==> src/rtl/jt12_kon_pkg.sv <==
// Shared types and constants for the key-on write path: register address, slot
// count, queued entry layout and FSM states.
package jt12_kon_pkg;

  localparam logic [7:0] KON_REG_ADDR = 8'h28;
  localparam int         SLOTS        = 24;

  typedef struct packed {
    logic [3:0] op;
    logic [2:0] ch;
  } kon_entry_t;

  typedef enum logic {
    ST_IDLE,
    ST_HOLD
  } kon_st_e;

  // Channel codes 3 and 7 name no channel.
  function automatic logic kon_ch_ok(input logic [2:0] ch);
    return ch[1:0] != 2'b11;
  endfunction

endpackage

==> src/rtl/jt12_kon_wr_if.sv <==
// CPU write port plus the key-on update stream produced from it.
interface jt12_kon_wr_if;

  logic       cpu_cs_n;
  logic       cpu_wr_n;
  logic [1:0] cpu_addr;
  logic [7:0] cpu_din;

  logic [3:0] keyon_op;
  logic [2:0] keyon_ch;
  logic       up_keyon;
  logic       busy;
  logic       ovf;

  modport master (
    output cpu_cs_n, cpu_wr_n, cpu_addr, cpu_din,
    input  keyon_op, keyon_ch, up_keyon, busy, ovf
  );

  modport slave (
    input  cpu_cs_n, cpu_wr_n, cpu_addr, cpu_din,
    output keyon_op, keyon_ch, up_keyon, busy, ovf
  );

endinterface

==> src/rtl/jt12_kon_fifo.sv <==
// Synchronous FIFO of key-on entries with a per-entry channel-match port that
// rewrites the op mask of already queued entries in place.
module jt12_kon_fifo
  import jt12_kon_pkg::*;
#(
  parameter int DEPTH = 4
) (
  input  logic                     clk,
  input  logic                     rst_n,
  input  logic                     push,
  input  logic                     pop,
  input  kon_entry_t               din,
  output kon_entry_t               dout,
  output logic                     full,
  output logic                     empty,
  output logic [$clog2(DEPTH):0]   count,
  input  logic                     mrg_en,
  input  logic                     mrg_excl_head,
  input  logic [2:0]               mrg_ch,
  input  logic [3:0]               mrg_op,
  output logic                     mrg_hit
);

  localparam int AW = $clog2(DEPTH);

  logic [AW-1:0]    rd_ptr_q, rd_ptr_d;
  logic [AW-1:0]    wr_ptr_q, wr_ptr_d;
  logic [AW:0]      count_q, count_d;
  kon_entry_t       mem_q [DEPTH];
  kon_entry_t       mem_d [DEPTH];
  logic [DEPTH-1:0] hit_vec;

  // An entry is live when its distance from the read pointer is below count;
  // the head is excluded when it leaves this cycle, so a rewrite is never lost.
  for (genvar i = 0; i < DEPTH; i++) begin : g_ent
    logic [AW-1:0] off;
    logic          live;
    logic          is_head;
    assign off        = AW'(i) - rd_ptr_q;
    assign live       = {1'b0, off} < count_q;
    assign is_head    = AW'(i) == rd_ptr_q;
    assign hit_vec[i] = mrg_en & live & ~(mrg_excl_head & is_head)
                      & (mem_q[i].ch == mrg_ch);
  end

  assign mrg_hit = |hit_vec;
  assign dout    = mem_q[rd_ptr_q];
  assign full    = count_q == (AW+1)'(DEPTH);
  assign empty   = count_q == '0;
  assign count   = count_q;

  always_comb begin
    mem_d    = mem_q;
    rd_ptr_d = rd_ptr_q;
    wr_ptr_d = wr_ptr_q;
    count_d  = count_q;
    for (int i = 0; i < DEPTH; i++)
      if (hit_vec[i]) mem_d[i].op = mrg_op;
    if (push) begin
      mem_d[wr_ptr_q] = din;
      wr_ptr_d        = wr_ptr_q + 1'b1;
    end
    if (pop) rd_ptr_d = rd_ptr_q + 1'b1;
    case ({push, pop})
      2'b10:   count_d = count_q + 1'b1;
      2'b01:   count_d = count_q - 1'b1;
      default: count_d = count_q;
    endcase
  end

  always_ff @(posedge clk) begin
    if (!rst_n) begin
      rd_ptr_q <= '0;
      wr_ptr_q <= '0;
      count_q  <= '0;
      for (int i = 0; i < DEPTH; i++) mem_q[i] <= '0;
    end else begin
      rd_ptr_q <= rd_ptr_d;
      wr_ptr_q <= wr_ptr_d;
      count_q  <= count_d;
      mem_q    <= mem_d;
    end
  end

endmodule

==> src/rtl/jt12_kon_wr.sv <==
// Decodes CPU writes to register 0x28 (bank 0), queues them and presents each
// for one full slot revolution. Define JT12_KON_WR_MERGE_EN to fold repeated
// writes to a queued channel into that entry.
module jt12_kon_wr
  import jt12_kon_pkg::*;
#(
  parameter int FIFO_DEPTH = 4,
  parameter int HOLD       = SLOTS
) (
  input  logic         clk,
  input  logic         rst_n,
  input  logic         clk_en,
  jt12_kon_wr_if.slave bus
);

  localparam int CW = $clog2(HOLD);
  localparam int QW = $clog2(FIFO_DEPTH) + 1;

`ifdef JT12_KON_WR_MERGE_EN
  localparam bit MERGE_ON = 1'b1;
`else
  localparam bit MERGE_ON = 1'b0;
`endif

  logic          idle_prev_q, idle_prev_d;
  logic [7:0]    latch_q, latch_d;
  logic          bank_q, bank_d;
  kon_st_e       state_q, state_d;
  logic [CW-1:0] cnt_q, cnt_d;
  logic [3:0]    op_q, op_d;
  logic [2:0]    ch_q, ch_d;
  logic          up_q, up_d;
  logic          busy_q, busy_d;
  logic          ovf_q, ovf_d;

  logic          strobe, kon_wr, pop, push, merge;
  logic          fifo_full, fifo_empty, mrg_hit;
  logic [QW-1:0] fifo_cnt, cnt_nxt;
  kon_entry_t    head, wr_ent;
  logic          unused_din3;

  assign unused_din3 = bus.cpu_din[3];
  assign wr_ent      = '{op: bus.cpu_din[7:4], ch: bus.cpu_din[2:0]};

  // Decode and slot-revolution FSM.
  always_comb begin
    idle_prev_d = bus.cpu_cs_n | bus.cpu_wr_n;
    strobe      = ~idle_prev_d & idle_prev_q;
    latch_d     = latch_q;
    bank_d      = bank_q;
    if (strobe & ~bus.cpu_addr[0]) begin
      latch_d = bus.cpu_din;
      bank_d  = bus.cpu_addr[1];
    end
    kon_wr = strobe & bus.cpu_addr[0] & (latch_q == KON_REG_ADDR) & ~bank_q
           & ~bus.cpu_addr[1] & kon_ch_ok(bus.cpu_din[2:0]);

    state_d = state_q;
    cnt_d   = cnt_q;
    up_d    = up_q;
    pop     = 1'b0;
    case (state_q)
      ST_IDLE:
        if (clk_en & ~fifo_empty) begin
          pop     = 1'b1;
          up_d    = 1'b1;
          cnt_d   = CW'(HOLD - 1);
          state_d = ST_HOLD;
        end
      ST_HOLD:
        if (clk_en) begin
          if (cnt_q != '0) begin
            cnt_d = cnt_q - 1'b1;
          end else if (~fifo_empty) begin
            pop   = 1'b1;
            cnt_d = CW'(HOLD - 1);
          end else begin
            up_d    = 1'b0;
            state_d = ST_IDLE;
          end
        end
      default: state_d = ST_IDLE;
    endcase

    op_d = op_q;
    ch_d = ch_q;
    if (pop) begin
      op_d = head.op;
      ch_d = head.ch;
    end
  end

  // Enqueue / overflow; a pop in the same clk frees the slot for the write.
  always_comb begin
    merge   = mrg_hit;
    push    = kon_wr & ~merge & (~fifo_full | pop);
    ovf_d   = kon_wr & ~merge & fifo_full & ~pop;
    cnt_nxt = fifo_cnt + QW'(push) - QW'(pop);
    busy_d  = (cnt_nxt != '0) | up_d;
  end

  jt12_kon_fifo #(.DEPTH(FIFO_DEPTH)) u_fifo (
    .clk           (clk),
    .rst_n         (rst_n),
    .push          (push),
    .pop           (pop),
    .din           (wr_ent),
    .dout          (head),
    .full          (fifo_full),
    .empty         (fifo_empty),
    .count         (fifo_cnt),
    .mrg_en        (kon_wr & MERGE_ON),
    .mrg_excl_head (pop),
    .mrg_ch        (wr_ent.ch),
    .mrg_op        (wr_ent.op),
    .mrg_hit       (mrg_hit)
  );

  always_ff @(posedge clk) begin
    if (!rst_n) begin
      idle_prev_q <= 1'b1;
      latch_q     <= 8'h00;
      bank_q      <= 1'b0;
      state_q     <= ST_IDLE;
      cnt_q       <= '0;
      op_q        <= '0;
      ch_q        <= '0;
      up_q        <= 1'b0;
      busy_q      <= 1'b0;
      ovf_q       <= 1'b0;
    end else begin
      idle_prev_q <= idle_prev_d;
      latch_q     <= latch_d;
      bank_q      <= bank_d;
      state_q     <= state_d;
      cnt_q       <= cnt_d;
      op_q        <= op_d;
      ch_q        <= ch_d;
      up_q        <= up_d;
      busy_q      <= busy_d;
      ovf_q       <= ovf_d;
    end
  end

  assign bus.keyon_op = op_q;
  assign bus.keyon_ch = ch_q;
  assign bus.up_keyon = up_q;
  assign bus.busy     = busy_q;
  assign bus.ovf      = ovf_q;

endmodule
==> src/flat_wrapper.sv <==
// flat-port wrapper written by rule: the top's interface ports become plain ports
module jt12_kon_wr_flat import jt12_kon_pkg::*;
#(
  parameter int FIFO_DEPTH = 4,
  parameter int HOLD       = SLOTS
)
  (clk, rst_n, clk_en, bus_cpu_cs_n, bus_cpu_wr_n, bus_cpu_addr, bus_cpu_din, bus_keyon_op, bus_keyon_ch, bus_up_keyon, bus_busy, bus_ovf);
  jt12_kon_wr_if bus_i ();
  input  logic clk;
  input  logic rst_n;
  input  logic clk_en;
  input wire logic [$bits(bus_i.cpu_cs_n)-1:0] bus_cpu_cs_n;
  input wire logic [$bits(bus_i.cpu_wr_n)-1:0] bus_cpu_wr_n;
  input wire logic [$bits(bus_i.cpu_addr)-1:0] bus_cpu_addr;
  input wire logic [$bits(bus_i.cpu_din)-1:0] bus_cpu_din;
  output wire logic [$bits(bus_i.keyon_op)-1:0] bus_keyon_op;
  output wire logic [$bits(bus_i.keyon_ch)-1:0] bus_keyon_ch;
  output wire logic [$bits(bus_i.up_keyon)-1:0] bus_up_keyon;
  output wire logic [$bits(bus_i.busy)-1:0] bus_busy;
  output wire logic [$bits(bus_i.ovf)-1:0] bus_ovf;
  assign bus_i.cpu_cs_n = bus_cpu_cs_n;
  assign bus_i.cpu_wr_n = bus_cpu_wr_n;
  assign bus_i.cpu_addr = bus_cpu_addr;
  assign bus_i.cpu_din = bus_cpu_din;
  assign bus_keyon_op = bus_i.keyon_op;
  assign bus_keyon_ch = bus_i.keyon_ch;
  assign bus_up_keyon = bus_i.up_keyon;
  assign bus_busy = bus_i.busy;
  assign bus_ovf = bus_i.ovf;
  jt12_kon_wr #(.FIFO_DEPTH(FIFO_DEPTH), .HOLD(HOLD)) u_core (.clk(clk), .rst_n(rst_n), .clk_en(clk_en), .bus(bus_i));
endmodule
==> config.mk <==
export PLATFORM = sky130hd
export DESIGN_NAME = jt12_kon_wr_flat
export DESIGN_NICKNAME = d
export VERILOG_FILES = /design/src/rtl/jt12_kon_pkg.sv /design/src/rtl/jt12_kon_wr_if.sv /design/src/rtl/jt12_kon_fifo.sv /design/src/rtl/jt12_kon_wr.sv /design/src/flat_wrapper.sv
export SDC_FILE = /design/constraint.sdc
export NUM_CORES = 1
export LEC_CHECK = 0
export ABC_CLOCK_PERIOD_IN_PS = 5100
export BUFFER_PORTS_ARGS = -buffer_cell sky130_fd_sc_hd__buf_2
export CAP_MARGIN = 15
export CORE_UTILIZATION = 39
export CTS_CLUSTER_DIAMETER = 150
export CTS_CLUSTER_SIZE = 30
export DETAILED_ROUTE_END_ITERATION = 7
export PLACE_DENSITY = 0.61
export SETUP_SLACK_MARGIN = 0.15
export SLEW_MARGIN = 20
export SYNTH_ARGS = -nofsm -noshare
export SYNTH_HDL_FRONTEND = slang
export SYNTH_HIERARCHICAL = 1
export SYNTH_SLANG_ARGS = --single-unit
==> constraint.sdc <==
create_clock -name clk -period 5.1 [get_ports clk]
set_clock_uncertainty 0.05 [all_clocks]
set_input_delay 1.53 -clock clk [delete_from_list [all_inputs] [get_ports clk]]
set_output_delay 1.53 -clock clk [all_outputs]
set_load 0.005 [all_outputs]
==> results of run 1 <==
-- logic make-up after synthesis --
| group | synth area share |
|---|---|
| muxes | 0.113 |
| buffers and inverters | 0.0501 |
| DFF | 0.367 |
| and+or+nand+nor | 0.162 |
| adders and majority gates | 0.0761 |
| other | 0.00113 |
| xor gates and xnor gates | 0.0474 |
| AOI/OAI and AO/OA | 0.183 |
-- final timing paths --
kind         slack, ns  cells after the start                    from                endpoint
min reg2reg       0.40                      2  u_core/bus.keyon_ch[2]  u_core/bus.keyon_ch[2]
min               0.40                      2  u_core/bus.keyon_ch[2]  u_core/bus.keyon_ch[2]
max reg2reg       1.91                     13  u_core/u_fifo/count[2]  u_core/u_fifo/count[2]
max               1.39                     13                  clk_en  u_core/u_fifo/count[2]
-- layer usage --
layer	up-vias	track usage	share of wire	wire [um]
met5	-	0	0	0
met4	0	0.0577	0.0090	64
met3	7	0.0534	0.049	345
met2	50	0.274	0.46	3260
met1	1192	0.217	0.48	3440
li1	1313	-	-	-
-- synth_stat cells, types with 2 or more instances --
master | count | share of area
sky130_fd_sc_hd__inv_1 | 19 | 0.021
sky130_fd_sc_hd__mux4_1 | 7 | 0.055
sky130_fd_sc_hd__nor2b_1 | 3 | 0.0056
sky130_fd_sc_hd__mux2i_1 | 19 | 0.057
sky130_fd_sc_hd__o21a_1 | 2 | 0.0045
sky130_fd_sc_hd__fa_1 | 2 | 0.012
sky130_fd_sc_hd__or3_1 | 2 | 0.0038
sky130_fd_sc_hd__xnor2_1 | 3 | 0.0079
sky130_fd_sc_hd__o21ai_0 | 21 | 0.032
sky130_fd_sc_hd__dfxtp_1 | 61 | 0.37
sky130_fd_sc_hd__a21oi_1 | 36 | 0.054
sky130_fd_sc_hd__nand4_1 | 2 | 0.0038
sky130_fd_sc_hd__nor4b_4 | 2 | 0.014
sky130_fd_sc_hd__o2111ai_4 | 2 | 0.016
sky130_fd_sc_hd__a21boi_0 | 13 | 0.029
sky130_fd_sc_hd__xor2_1 | 15 | 0.040
sky130_fd_sc_hd__nor2_1 | 12 | 0.014
sky130_fd_sc_hd__o21ai_1 | 6 | 0.0090
sky130_fd_sc_hd__clkbuf_1 | 11 | 0.012
sky130_fd_sc_hd__nand3_1 | 20 | 0.030
sky130_fd_sc_hd__buf_2 | 4 | 0.0060
sky130_fd_sc_hd__buf_6 | 3 | 0.010
sky130_fd_sc_hd__ha_1 | 17 | 0.064
sky130_fd_sc_hd__nand2_1 | 49 | 0.055
sky130_fd_sc_hd__and2_1 | 5 | 0.0094
sky130_fd_sc_hd__o2111ai_2 | 2 | 0.0090
sky130_fd_sc_hd__a41oi_1 | 2 | 0.0053
-- through the flow --
step	util	hold WS, ns
after floorplan	-	0.381
after global placement	0.428	0.393
after detailed placement	0.428	0.397
after CTS	0.454	0.408
after global routing	0.454	0.427
final	0.454	0.402
-- power breakdown --
part	total (mW)	internal (mW)	switching [mW]
clock	0.472	0.274	0.198
sequential	0.480	0.479	0.00133
combinational	0.0438	0.0138	0.0300
-- final cells by class --
type,instances,area share
tap,105,0.0352
clock buffer,10,0.0342
inverter,19,0.0191
sequential,61,0.328
timing repair buffer,27,0.0383
clock inverter,6,0.0235
multi-input combinational,265,0.522
-- worst max-delay path, delay by kind of cell --
kind                       cells  cell delay (ns)
AOI/OAI and AO/OA              3             0.49
xor gates and xnor gates       1             0.16
adders and majority gates      2             0.54
buffers and inverters          5             0.72
and+or+nand+nor                2             0.48
==> summary.json, run 1 <==
{
  "run_status": "finished, final reports clean",
  "cts_repair_resize_count": 0,
  "grt_start_max_net_pins": 41,
  "ordered_list_of_cells_on_the_worst_path": "buf_2 -> nor2b_1 -> o21a_1 -> buf_4 -> o21a_1 -> buf_4 -> inv_1 -> ha_1 -> inv_1 -> fa_1 -> xor2_1 -> or3_1 -> a21boi_0",
  "route.final.wire_length_um": 7100,
  "setup_repair_after_global_routing_missed_its_margin": "no",
  "first_global_vias": 2480,
  "vias": 2562,
  "clock_tree.htree_level_count": 3,
  "ys_ff_latch": 61,
  "cts_hold_buffers": 0,
  "critical_path.max_fanout": 23,
  "post-route-min-period_ns": 3.71,
  "worstPathRequired_ns": 5.33,
  "gr-total-overflow": 0,
  "die-area_mm2": 0.00889,
  "synth_unique_cells": 47,
  "layout_common_cells": "sky130_fd_sc_hd__dfxtp_1, sky130_fd_sc_hd__nand2_1, sky130_fd_sc_hd__a21oi_1, sky130_fd_sc_hd__buf_2, sky130_fd_sc_hd__o21ai_0",
  "dp_slack_ns": 1.03,
  "max_freq_mhz": 270,
  "layoutNonFillerInstCount": 493,
  "multi_input_comb_area_mm2": 0.00195,
  "leakage_nw": 1.52,
  "count_of_max_cap_constraint_violations": 0,
  "final_net_count": 417,
  "areaGrowthSynthToFinish_pct": 12.2,
  "count_of_buffers_added_by_post_cts_timing_repair_for_setup": 0,
  "yosysSeqAreaShare": 0.367,
  "worst_setup_hold_path_clk_slew_ns": 0.07,
  "global_route_wire_length_before_repair_um": 11600,
  "numClockSinks": 61,
  "numCtsBuffers": 9,
  "floorplan.die.height_um": 94.3,
  "synthesis.area_mm2": 0.00332,
  "drt_drc_violations_left": 0,
  "die-width_um": 94.3,
  "postSynth.topFlopCell": "sky130_fd_sc_hd__dfxtp_1",
  "clock_insertion_delay_worst_skew_ns": 0.35,
  "place.gp.congestion": 0.731,
  "antennaDiodeCount": 0,
  "placed_cells_incl_taps": 477,
  "antenna_found_initial": 0,
  "crit_path_max_incr_delay_ns": 0.37,
  "drt-pass1-iter-count": 4,
  "worst_hold_path_type": "reg2reg",
  "layout-drive-gt1-share": 0.139,
  "timing.final.setup_violations": 0,
  "ioPinCount": 25,
  "timing.critical_path.from_type": "input pin",
  "design_area_mm2": 0.00373,
  "regArea_mm2": 0.00122,
  "setup-tns-final_ns": 0,
  "n_fill_cell": 792,
  "synth.avg_cell_area_um2": 9.23,
  "critical_path_class": "in2reg",
  "worstPathArrival_ns": 3.93,
  "cts-root-buf": "sky130_fd_sc_hd__clkbuf_8",
  "start_util": 0.404,
  "number_of_pins_with_negative_max_slew_slack_in_the_final_report": 0,
  "leading_cell_type_in_the_layout_fill_and_taps_excluded": "sky130_fd_sc_hd__dfxtp_1",
  "slew_headroom": 0.510,
  "placed_area_mm2": 0.00351,
  "post_detailed_placement_half_perimeter_wirelength_um": 5090,
  "portBuffers": 24,
  "ir_drop_mv": 0.177,
  "coreArea_mm2": 0.00822,
  "worstMarginPinSlew_ns": 0.733,
  "p_per_area_mw_per_mm2": 267,
  "synth_cells": 360,
  "power_uw": 996,
  "final_critical_path_setup_slack_ns": 1.39,
  "synth.yosys.warnings": 6,
  "globalRouteTotalUtil": 0.171,
  "ant_nets": 0,
  "critPathSlowestCell": "sky130_fd_sc_hd__fa_1",
  "finalCritPeriodShare": 0.727,
  "synthArstFlopShare": 0,
  "wl_per_cell_um": 14.4,
  "synth_enable_flop_cells": 0,
  "avgViaCountPerCell": 5.20,
  "placementRows": 33,
  "critical_path_capture_point_type": "flip-flop",
  "cts_max_path_buffers": 2,
  "drtIter0Drc": 82,
  "cts_tree": "yes",
  "report.final.hold_viol_count": 0
}
Power figures use the tool's default switching activity.
==> run 2: changes to the inputs <==
ABC_CLOCK_PERIOD_IN_PS = 3660   (was 5100)
clock period = 3.66 ns   (was 5.1 ns; I/O delays follow)
==> summary.json, run 2 (synthesized netlist as in run 1, its figures left out) <==
{
  "run_status": "finished, final reports clean",
  "switching_share": {"value": 0.234, "change": "+0.00353"},
  "timing.final.setup_violations": {"value": 0, "change": "unchanged"},
  "ant_nets": {"value": 0, "change": "unchanged"},
  "critical_path_class": "in2reg",
  "post_detailed_placement_half_perimeter_wirelength": {"value": 5110, "unit": "um", "change": "+0.49%"},
  "critical_path_capture_point_type": "flip-flop",
  "multi_input_comb_area": {"value": 0.00195, "unit": "mm2", "change": "unchanged"},
  "slew_headroom": {"value": 0.457, "change": "-0.0533"},
  "cts_max_path_buffers": {"value": 2, "change": "unchanged"},
  "worstPathRequired": {"value": 3.87, "unit": "ns", "change": "-1.46 ns"},
  "portBuffers": {"value": 24, "change": "unchanged"},
  "worst_hold_path_type": "reg2reg",
  "first_global_vias": {"value": 2478, "change": "-0.081%"},
  "critical_path.reg2reg.startpoint": "u_core/u_fifo/count[2]",
  "count_of_max_cap_constraint_violations": {"value": 0, "change": "unchanged"},
  "placementRows": {"value": 33, "change": "unchanged"},
  "setup-tns-final": {"value": 0, "unit": "ns", "change": "unchanged"},
  "worstMarginPinSlew": {"value": 0.813, "unit": "ns", "change": "+0.0798 ns"},
  "ioPinCount": {"value": 25, "change": "unchanged"},
  "route.final.wire_length": {"value": 7110, "unit": "um", "change": "+0.13%"},
  "worst_setup_hold_path_clk_slew": {"value": 0.06, "unit": "ns", "change": "about the same"},
  "hp_start": "u_core/bus.keyon_op[3]",
  "critical_path.max_fanout": {"value": 3, "change": "-87%"},
  "globalRouteTotalUtil": {"value": 0.173, "change": "+0.00131"},
  "count_of_buffers_added_by_post_cts_timing_repair_for_setup": {"value": 0, "change": "unchanged"},
  "worst-r2r-setup-slack": {"value": 0.79, "unit": "ns", "change": "-1.12 ns"},
  "clock_insertion_delay_worst_skew": {"value": 0.34, "unit": "ns", "change": "about the same"},
  "p_int": {"value": 1.02, "unit": "mW", "change": "+33%"},
  "max_freq_mhz": 323,
  "place.gp.congestion": {"value": 0.757, "change": "+3.5%"},
  "numCtsBuffers": {"value": 9, "change": "unchanged"},
  "avgViaCountPerCell": {"value": 5.16, "change": "-0.63%"},
  "areaGrowthSynthToFinish_pct": 12.0,
  "final.hold.worst_slack": {"value": 0.400, "unit": "ns", "change": "-0.00188 ns"},
  "die-width": {"value": 94.3, "unit": "um", "change": "unchanged"},
  "grt_start_max_net_pins": {"value": 41, "change": "unchanged"},
  "gr-total-overflow": {"value": 0, "change": "unchanged"},
  "antennaDiodeCount": {"value": 0, "change": "unchanged"},
  "wl_per_cell": {"value": 14.4, "unit": "um", "change": "about the same"},
  "setup_repair_after_global_routing_missed_its_margin": "no",
  "drtIter0Drc": {"value": 78, "change": "-4.9%"},
  "worstPathArrival": {"value": 3.30, "unit": "ns", "change": "-0.63 ns"},
  "leading_cell_type_in_the_layout_fill_and_taps_excluded": "sky130_fd_sc_hd__dfxtp_1",
  "drt-pass1-iter-count": {"value": 4, "change": "unchanged"},
  "cts_tree": "yes",
  "floorplan.die.height": {"value": 94.3, "unit": "um", "change": "unchanged"},
  "n_fill_cell": {"value": 819, "change": "+3.4%"},
  "post-route-min-period_ns": 3.09,
  "number_of_pins_with_negative_max_slew_slack_in_the_final_report": {"value": 0, "change": "unchanged"},
  "timing.critical_path.from_type": "input pin",
  "regArea": {"value": 0.00122, "unit": "mm2", "change": "unchanged"},
  "numClockSinks": {"value": 61, "change": "unchanged"},
  "ir_drop": {"value": 0.199, "unit": "mV", "change": "+12%"},
  "share_seq_of_total_power": {"value": 0.502, "change": "+0.020"},
  "vias": {"value": 2551, "change": "-0.43%"},
  "layout-drive-gt1-share": {"value": 0.141, "change": "+0.00221"},
  "start_util": {"value": 0.404, "change": "unchanged"},
  "cts_repair_resize_count": {"value": 0, "change": "unchanged"},
  "final_net_count": {"value": 418, "change": "+0.24%"},
  "report.final.hold_viol_count": {"value": 0, "change": "unchanged"},
  "cts-root-buf": "sky130_fd_sc_hd__clkbuf_8",
  "clockPowerShare": {"value": 0.451, "change": "-0.023"},
  "cts_hold_buffers": {"value": 0, "change": "unchanged"},
  "p_per_area": {"value": 358, "unit": "mW/mm2", "change": "+34%"},
  "switching_power": {"value": 312, "unit": "uW", "change": "+36%"},
  "finalCritPeriodShare": 0.845,
  "power.combinational.fraction": {"value": 0.047, "change": "+0.003"},
  "die-area": {"value": 0.00889, "unit": "mm2", "change": "unchanged"},
  "global_route_wire_length_before_repair": {"value": 11800, "unit": "um", "change": "+1.2%"},
  "drt_drc_violations_left": {"value": 0, "change": "unchanged"},
  "timing.critical_path.from": "bus_cpu_addr[1]",
  "layout_common_cells": "sky130_fd_sc_hd__dfxtp_1, sky130_fd_sc_hd__nand2_1, sky130_fd_sc_hd__a21oi_1, sky130_fd_sc_hd__buf_2, sky130_fd_sc_hd__o21ai_0",
  "leakage": {"value": 1.53, "unit": "nW", "change": "+0.38%"},
  "antenna_found_initial": {"value": 0, "change": "unchanged"},
  "clock_tree.htree_level_count": {"value": 3, "change": "unchanged"},
  "coreArea": {"value": 0.00822, "unit": "mm2", "change": "unchanged"}
}
## run 2: changes by cell type in the layout (fill, tap and decap cells not counted), sizes merged
cell	before	now
clkbuf	10	11
clkinv	1	3
clkinvlp	3	1
buf	27	28
bufinv	2	1
## run 2: worst paths after layout
kind | cells after the start | to
min reg2reg | 2 | u_core/bus.keyon_op[3]
max reg2reg | 10 | u_core/bus.busy
min | 2 | u_core/bus.keyon_op[3]
max | 11 | u_core/u_fifo/count[2]
## run 2: cell type report
cell class	instances	share of cell area
timing repair buffer	28	0.0403
inverter	19	0.0192
tap	105	0.0353
clock buffer	11	0.0380
multi-input combinational	265	0.523
clock inverter	5	0.0161
sequential	61	0.328
## run 2: power groups by stage
stage               clock (mW)  sequential (mW)  combinational (mW)
global route             0.646            0.669              0.0702
CTS                      0.619            0.669              0.0632
floorplan                    0            0.684              0.0333
detailed placement           0            0.684              0.0631
global placement             0            0.684              0.0620
finish                   0.601            0.669              0.0628
## run 2: metal layers
| layer | share of wire | global-route usage | up-vias | wire [um] |
|---|---|---|---|---|
| li1 | - | - | 1316 | - |
| met1 | 0.49 | 0.231 | 1181 | 3510 |
| met2 | 0.45 | 0.269 | 44 | 3220 |
| met3 | 0.043 | 0.0461 | 10 | 304 |
| met4 | 0.011 | 0.0538 | 0 | 80 |
| met5 | 0 | 0 | - | 0 |
## run 2: per-stage QoR
step / utilization / cells / cell area [um2] / power, mW / setup WS (ns)
floorplan: - / 363 / 3340 / 0.717 / 0.173
global placement: 0.429 / 478 / 3520 / 0.746 / 0.319
detailed placement: 0.429 / 478 / 3520 / 0.747 / 0.227
CTS: 0.453 / 494 / 3720 / 1.35 / 0.598
global route: 0.453 / 494 / 3720 / 1.39 / 0.432
finish: 0.453 / 494 / 3720 / 1.33 / 0.568
## run 2: critical path: stages
cell	delay, ns
sky130_fd_sc_hd__buf_2	0.10
sky130_fd_sc_hd__or4b_1	0.55
sky130_fd_sc_hd__a211oi_2	0.26
sky130_fd_sc_hd__o21a_1	0.21
sky130_fd_sc_hd__inv_1	0.06
sky130_fd_sc_hd__ha_1	0.20
sky130_fd_sc_hd__inv_1	0.08
sky130_fd_sc_hd__fa_1	0.19
sky130_fd_sc_hd__xor2_1	0.08
sky130_fd_sc_hd__or3_1	0.30
sky130_fd_sc_hd__a21boi_0	0.17
